<file path="config.mk">
export PLATFORM = sky130hd
export DESIGN_NAME = fetch_ctrl
export DESIGN_NICKNAME = d
export VERILOG_FILES = /design/src/rtl/fetch_pkg.sv /design/src/rtl/fetch_skid_buf.sv /design/src/rtl/fetch_ctrl.sv
export SDC_FILE = /design/constraint.sdc
export NUM_CORES = 1
export LEC_CHECK = 0
export BUFFER_PORTS_ARGS = -buffer_cell sky130_fd_sc_hd__buf_2
export CAP_MARGIN = 10
export CORE_MARGIN = 2
export CORE_UTILIZATION = 57
export CTS_BUF_LIST = sky130_fd_sc_hd__clkbuf_16
export DETAILED_ROUTE_END_ITERATION = 6
export PLACE_DENSITY = 0.89
export SLEW_MARGIN = 10
export SYNTH_ARGS = -nofsm -noshare
export SYNTH_HDL_FRONTEND = slang
export SYNTH_HIERARCHICAL = 1
export SYNTH_SLANG_ARGS = --single-unit
</file>
<file path="constraint.sdc">
create_clock -name clk -period 3.1 [get_ports clk]
set_input_delay 0.62 -clock clk [delete_from_list [all_inputs] [get_ports clk]]
set_output_delay 0.62 -clock clk [all_outputs]
set_load 0.05 [all_outputs]
</file>
<file path="src/rtl/fetch_pkg.sv">
// fetch_pkg: shared types and constants for the WISC instruction-fetch slice.
// Used by fetch_ctrl and fetch_skid_buf.
package fetch_pkg;

  localparam int          FETCH_ADDR_W     = 16;
  localparam int          FETCH_INSTR_W    = 16;
  localparam logic [15:0] PC_INC           = 16'd2;
  localparam logic [15:0] DEFAULT_RESET_PC = 16'h0000;

  // RUN: normal fetch. KILL: outstanding request is stale, drop its data.
  // DRAIN: like KILL but halts afterwards. HALTED: only reset leaves.
  typedef enum logic [1:0] {
    ST_RUN    = 2'd0,
    ST_KILL   = 2'd1,
    ST_DRAIN  = 2'd2,
    ST_HALTED = 2'd3
  } fetch_state_e;

  // Saturating 16-bit increment for the optional event counters.
  function automatic logic [15:0] sat_inc16(input logic [15:0] v);
    return (v == 16'hFFFF) ? v : v + 16'd1;
  endfunction

endpackage

</file>
<file path="src/rtl/fetch_skid_buf.sv">
// fetch_skid_buf: output register toward decode plus one skid entry.
// The skid only fills when an instruction arrives while the output register
// is held by a stall; it drains into the output register on the next consume.
module fetch_skid_buf import fetch_pkg::*; #(
  parameter int ADDR_W  = FETCH_ADDR_W,
  parameter int INSTR_W = FETCH_INSTR_W
) (
  input  logic               clk,
  input  logic               rst_n,
  input  logic               flush_i,
  input  logic               ready_i,
  input  logic               load_i,
  input  logic [INSTR_W-1:0] load_instr_i,
  input  logic [ADDR_W-1:0]  load_pc_i,
  input  logic [ADDR_W-1:0]  load_pc_plus2_i,
  output logic               out_valid_o,
  output logic [INSTR_W-1:0] out_instr_o,
  output logic [ADDR_W-1:0]  out_pc_o,
  output logic [ADDR_W-1:0]  out_pc_plus2_o,
  output logic               skid_valid_next_o
);

  logic               out_valid_q, out_valid_d;
  logic [INSTR_W-1:0] out_instr_q, out_instr_d;
  logic [ADDR_W-1:0]  out_pc_q, out_pc_d;
  logic [ADDR_W-1:0]  out_pc2_q, out_pc2_d;
  logic               skid_valid_q, skid_valid_d;
  logic [INSTR_W-1:0] skid_instr_q, skid_instr_d;
  logic [ADDR_W-1:0]  skid_pc_q, skid_pc_d;
  logic [ADDR_W-1:0]  skid_pc2_q, skid_pc2_d;
  logic               take;

  // Next-state of both entries: flush, skid->output shift, or fresh load.
  always_comb begin
    out_valid_d  = out_valid_q;
    out_instr_d  = out_instr_q;
    out_pc_d     = out_pc_q;
    out_pc2_d    = out_pc2_q;
    skid_valid_d = skid_valid_q;
    skid_instr_d = skid_instr_q;
    skid_pc_d    = skid_pc_q;
    skid_pc2_d   = skid_pc2_q;
    take         = out_valid_q & ready_i;

    if (flush_i) begin
      out_valid_d  = 1'b0;
      skid_valid_d = 1'b0;
    end else if (skid_valid_q) begin
      // Skid full implies output full; while held, the request gating
      // guarantees no load can arrive.
      if (take) begin
        out_valid_d  = 1'b1;
        out_instr_d  = skid_instr_q;
        out_pc_d     = skid_pc_q;
        out_pc2_d    = skid_pc2_q;
        skid_valid_d = load_i;
        if (load_i) begin
          skid_instr_d = load_instr_i;
          skid_pc_d    = load_pc_i;
          skid_pc2_d   = load_pc_plus2_i;
        end
      end
    end else if (!out_valid_q || take) begin
      out_valid_d = load_i;
      if (load_i) begin
        out_instr_d = load_instr_i;
        out_pc_d    = load_pc_i;
        out_pc2_d   = load_pc_plus2_i;
      end
    end else if (load_i) begin
      skid_valid_d = 1'b1;
      skid_instr_d = load_instr_i;
      skid_pc_d    = load_pc_i;
      skid_pc2_d   = load_pc_plus2_i;
    end
  end

  // Buffer registers, cleared to zero on reset.
  always_ff @(posedge clk or negedge rst_n) begin
    if (!rst_n) begin
      out_valid_q  <= 1'b0;
      out_instr_q  <= '0;
      out_pc_q     <= '0;
      out_pc2_q    <= '0;
      skid_valid_q <= 1'b0;
      skid_instr_q <= '0;
      skid_pc_q    <= '0;
      skid_pc2_q   <= '0;
    end else begin
      out_valid_q  <= out_valid_d;
      out_instr_q  <= out_instr_d;
      out_pc_q     <= out_pc_d;
      out_pc2_q    <= out_pc2_d;
      skid_valid_q <= skid_valid_d;
      skid_instr_q <= skid_instr_d;
      skid_pc_q    <= skid_pc_d;
      skid_pc2_q   <= skid_pc2_d;
    end
  end

  assign out_valid_o       = out_valid_q;
  assign out_instr_o       = out_instr_q;
  assign out_pc_o          = out_pc_q;
  assign out_pc_plus2_o    = out_pc2_q;
  assign skid_valid_next_o = skid_valid_d;

endmodule

</file>
<file path="src/rtl/fetch_ctrl.sv">
// fetch_ctrl: WISC instruction-fetch sequencer. Owns the PC, runs the
// single-outstanding imem req/ack handshake and handles redirect/halt.
// Optional macro FETCH_PERF_EN adds saturating fetch/stall/flush counters.
module fetch_ctrl import fetch_pkg::*; #(
  parameter int                ADDR_W   = FETCH_ADDR_W,
  parameter int                INSTR_W  = FETCH_INSTR_W,
  parameter logic [ADDR_W-1:0] RESET_PC = DEFAULT_RESET_PC
) (
  input  logic               clk,
  input  logic               rst_n,
  input  logic               stall_in,
  input  logic               redirect_valid,
  input  logic [ADDR_W-1:0]  redirect_pc,
  input  logic               halt_in,
  output logic               imem_req,
  output logic [ADDR_W-1:0]  imem_addr,
  input  logic               imem_ack,
  input  logic [INSTR_W-1:0] imem_rdata,
  output logic               if_valid,
  output logic [INSTR_W-1:0] if_instr,
  output logic [ADDR_W-1:0]  if_pc,
  output logic [ADDR_W-1:0]  if_pc_plus2,
  output logic               halted
`ifdef FETCH_PERF_EN
  ,
  output logic [15:0]        perf_fetch_cnt,
  output logic [15:0]        perf_stall_cnt,
  output logic [15:0]        perf_flush_cnt
`endif
);

  localparam logic [ADDR_W-1:0] INC        = ADDR_W'(PC_INC);
  localparam logic [ADDR_W-1:0] ALIGN_MASK = {{(ADDR_W-1){1'b1}}, 1'b0};

  fetch_state_e      state_q, state_d;
  logic [ADDR_W-1:0] pc_q, pc_d;
  logic              req_q, req_d;
  logic [ADDR_W-1:0] addr_q, addr_d;

  logic              ack_seen;
  logic              pending;
  logic              redirect_take;
  logic              accept;
  logic [ADDR_W-1:0] pc_plus2;
  logic              skid_valid_next;

  assign ack_seen      = req_q & imem_ack;
  assign pending       = req_q & ~imem_ack;
  assign redirect_take = redirect_valid & (state_q != ST_HALTED);
  assign accept        = ack_seen & (state_q == ST_RUN) & ~redirect_valid & ~halt_in;
  assign pc_plus2      = pc_q + INC;

  fetch_skid_buf #(
    .ADDR_W  (ADDR_W),
    .INSTR_W (INSTR_W)
  ) u_skid (
    .clk               (clk),
    .rst_n             (rst_n),
    .flush_i           (redirect_take),
    .ready_i           (~stall_in),
    .load_i            (accept),
    .load_instr_i      (imem_rdata),
    .load_pc_i         (pc_q),
    .load_pc_plus2_i   (pc_plus2),
    .out_valid_o       (if_valid),
    .out_instr_o       (if_instr),
    .out_pc_o          (if_pc),
    .out_pc_plus2_o    (if_pc_plus2),
    .skid_valid_next_o (skid_valid_next)
  );

  // Next state, next PC and next request; redirect outranks halt.
  always_comb begin
    state_d = state_q;
    pc_d    = pc_q;
    req_d   = req_q;
    addr_d  = addr_q;

    if (redirect_take) begin
      pc_d    = redirect_pc & ALIGN_MASK;
      state_d = pending ? ST_KILL : ST_RUN;
    end else begin
      unique case (state_q)
        ST_RUN: begin
          if (halt_in) begin
            state_d = pending ? ST_DRAIN : ST_HALTED;
          end else if (accept) begin
            pc_d = pc_plus2;
          end
        end
        ST_KILL:   if (ack_seen) state_d = ST_RUN;
        ST_DRAIN:  if (ack_seen) state_d = ST_HALTED;
        ST_HALTED: state_d = ST_HALTED;
        default:   state_d = ST_RUN;
      endcase
    end

    // A request holds until acked; a new one needs a free skid slot.
    if (!pending) begin
      req_d  = (state_d == ST_RUN) && !skid_valid_next;
      addr_d = pc_d;
    end
  end

  // State, PC and request registers.
  always_ff @(posedge clk or negedge rst_n) begin
    if (!rst_n) begin
      state_q <= ST_RUN;
      pc_q    <= RESET_PC;
      req_q   <= 1'b0;
      addr_q  <= RESET_PC;
    end else begin
      state_q <= state_d;
      pc_q    <= pc_d;
      req_q   <= req_d;
      addr_q  <= addr_d;
    end
  end

  assign imem_req  = req_q;
  assign imem_addr = addr_q;
  assign halted    = (state_q == ST_HALTED);

`ifdef FETCH_PERF_EN
  logic [15:0] perf_fetch_q;
  logic [15:0] perf_stall_q;
  logic [15:0] perf_flush_q;

  // Saturating event counters: accepted acks, held outputs, redirects.
  always_ff @(posedge clk or negedge rst_n) begin
    if (!rst_n) begin
      perf_fetch_q <= '0;
      perf_stall_q <= '0;
      perf_flush_q <= '0;
    end else begin
      if (accept)              perf_fetch_q <= sat_inc16(perf_fetch_q);
      if (if_valid & stall_in) perf_stall_q <= sat_inc16(perf_stall_q);
      if (redirect_take)       perf_flush_q <= sat_inc16(perf_flush_q);
    end
  end

  assign perf_fetch_cnt = perf_fetch_q;
  assign perf_stall_cnt = perf_stall_q;
  assign perf_flush_cnt = perf_flush_q;
`endif

endmodule

</file>
==> out/summary.txt <==
Run status: complete, no violations
Final Hold Fails: 0
Core area: 10900 um^2
Final Power: 7380 uW
Worst slew pin tran: 736 ps
Wire length on met2: 7150 um
Syn Nets: 528
Total GRT Usage: 25.6%
CP dominant cell by count: mux2_2
Crit Path Class: flop to flop
Placer Congestion: 0.854
Metal1 wirelength: 6280 um
Commonest non-fill, non-tap cells in the layout: dfrtp_1, mux2_2, buf_2, nand2_1, nor2_1
Largest net degree at the start of global routing: 69
Wire per inst: 19.4 um
Vert. Die Dim: 110 um
Via total after detailed routing: 4338
Commonest non-fill, non-tap cell in the layout: dfrtp_1
Hold buffers post-CTS: 0
Routed wl met3: 753 um
Initial DRC count: 383
CP Cell Sequence: nand3_1 -> nor4_1 -> xor2_1 -> mux2_2 -> mux2_2
Clk_lat worst skew: 410 ps
Antenna viol nets, final: 0
Layout cell share with drive strength beyond 1: 50.7%
IO Pins: 105
Reg2reg start: pc_q[3]$_DFF_PN0_
H-tree Lvls: 4
Power Density: 979 nW/um^2
CP required: 3400 ps
Drt drc: 0
Max Fclk: 0.376 GHz
Slew Viols, Final: 0
Bufs and invs on worst path: 0
First-pass GRT wire length: 23300 um
Setup Skew: 6.92 ps
Fin crit share: 85.8%
Post-route setup slack: 441 ps
Synth Area per Inst: 13.0 um^2
Leakage: 0.00360 uW
Clock sink count: 133
RR Endpoint: u_skid/out_pc_plus2_o[12]$_DFFE_PN0P_
RSZ-0062 raised after global routing: no
#FFs+latches synth: 133
Final setup viols: 0
Worst path arrival time: 2960 ps
Clock Path Buffers: 2
Post-CTS Setup Repair Bufs: 0
CTS Buf Count: 17
CTS tree: built
Post_cts resized: 0
Slowest stage cell on the critical path: nor4_1
DP HPWL: 9460 um
DIE WIDTH: 110 um
NumNets Final: 633
Seq/Total Area, Yosys: 52.3%
Critical Path Fanout Max: 8
Cell count after synthesis: 489
GRT overflow: 0
Initial Util: 58.5%
Worst-case reg-to-reg path depth: 5
R2R Setup Slk: 440 ps
Mapped Area: 6370 um^2
CP peak stage delay: 760 ps
Post-Route Setup TNS: 0 ps
Vias in the first global route: 4453
DRT Pass-1 Iters: 5
Area growth syn-to-layout: 18.4%
Syn. warnings: 6
Via/cell ratio: 5.82
Initial antenna violation count: 0
IR drop worst, VDD: 0.665 mV
Crit path time final: 2660 ps
Overall die area: 12000 um^2
DRT Wirelength: 14500 um
Clock transition at path regs: 50 ps
CP Capture Type: flop
Row cnt: 38
CP startpoint kind: flop
# port buffers: 103
Synth cell types: 55
Root Buffer: clkbuf_16
Max_cap viols: 0
Top routing layer used: met4
Worst Hold Class: input pin to async pin
Max-slew headroom: 50.5%
Antenna diode count: 0
Crit path max-delay family: simple AND/OR/NAND/NOR gates
Dpl ws: 330 ps
-- cell usage after synthesis (all sizes together) --
cell type / count / share of area [%]
mux2: 149 / 28
dfrtp: 133 / 52
nand2: 30 / 1.8
nor2: 24 / 1.4
buf: 16 / 2.1
nand3: 15 / 1.5
a21oi: 14 / 1.2
clkbuf: 14 / 0.88
o21ai: 13 / 1.0
xor2: 13 / 1.8
xnor2: 11 / 1.5
nor4: 6 / 0.69
inv: 5 / 0.29
nor3: 5 / 0.55
o31ai: 5 / 0.75
or3: 5 / 0.49
and3: 3 / 0.29
nor2b: 3 / 0.29
a211oi: 2 / 0.31
and2: 2 / 0.20
mux2i: 2 / 0.31
nand2b: 2 / 0.20
nand4: 2 / 0.20
or2: 2 / 0.20
a21bo: 1 / 0.16
a21o: 1 / 0.12
a311oi: 1 / 0.14
a31oi: 1 / 0.33
and4: 1 / 0.14
and4b: 1 / 0.22
clkinv: 1 / 0.14
ha: 1 / 0.20
nor3b: 1 / 0.12
nor4b: 1 / 0.14
o211ai: 1 / 0.12
o31a: 1 / 0.14
or4b: 1 / 0.22
-- sequential cells by signal (all words and copies together) (netlist names), 2 cells and up --
signal	cells
imem_addr	16
state_q	2
pc_q	16
u_skid/skid_pc2_q	16
u_skid/out_instr_o	16
u_skid/skid_pc_q	16
u_skid/out_pc_o	16
u_skid/out_pc_plus2_o	16
u_skid/skid_instr_q	16
-- worst max-delay path by stage --
stage                               startpoint                                     to  cells past startpoint
after floorplan           imem_req$_DFFE_PN0P_         u_skid/out_pc_o[1]$_DFFE_PN0P_                     10
after global placement          redirect_valid         u_skid/out_pc_o[4]$_DFFE_PN0P_                      8
after detailed placement        redirect_valid   u_skid/out_pc_plus2_o[3]$_DFFE_PN0P_                      8
after CTS                    pc_q[3]$_DFF_PN0_  u_skid/out_pc_plus2_o[12]$_DFFE_PN0P_                      5
after global routing         pc_q[3]$_DFF_PN0_  u_skid/out_pc_plus2_o[12]$_DFFE_PN0P_                      5
final                        pc_q[3]$_DFF_PN0_  u_skid/out_pc_plus2_o[12]$_DFFE_PN0P_                      5
-- logic make-up after synthesis --
family	after synthesis	synth area share, %
AOI/OAI and AO/OA	40	4.24
xor gates and xnor gates	24	3.30
adders and majority gates	1	0.196
buffers and inverters	36	3.46
DFF	133	52.3
muxes	151	27.8
and+or+nand+nor	104	8.69
-- power breakdown --
group | internal, uW | leakage (uW) | switching, uW | total [uW]
logic | 912 | 0.00161 | 2170 | 3080
registers | 2200 | 0.00174 | 409 | 2610
clock network | 990 | 0.000251 | 702 | 1690
-- area by class of cell --
class / instances / area [um^2]
multi-input combinational: 320 / 2830
clock inverter: 14 / 75.1
tap: 140 / 175
timing repair buffer: 116 / 678
sequential: 133 / 3330
clock buffer: 17 / 425
fill: 716 / 3350
inverter: 6 / 27.5
-- routing by layer --
layer	GRT usage, %	vias to the layer above
met5	0	-
met4	9.76	0
met3	5.45	28
met2	40.9	153
met1	34.5	2219
li1	-	1938
-- stage by stage --
stage	instances	util [%]	instance area [um^2]	hold slack (ps)
after global placement	715	64.6	7040	470
after detailed placement	715	64.6	7040	479
after CTS	746	69.2	7540	165
after floorplan	489	-	6370	324
after global routing	746	69.2	7540	194
final	746	69.2	7540	164
Note: power is estimated with default switching activity, not from simulation.
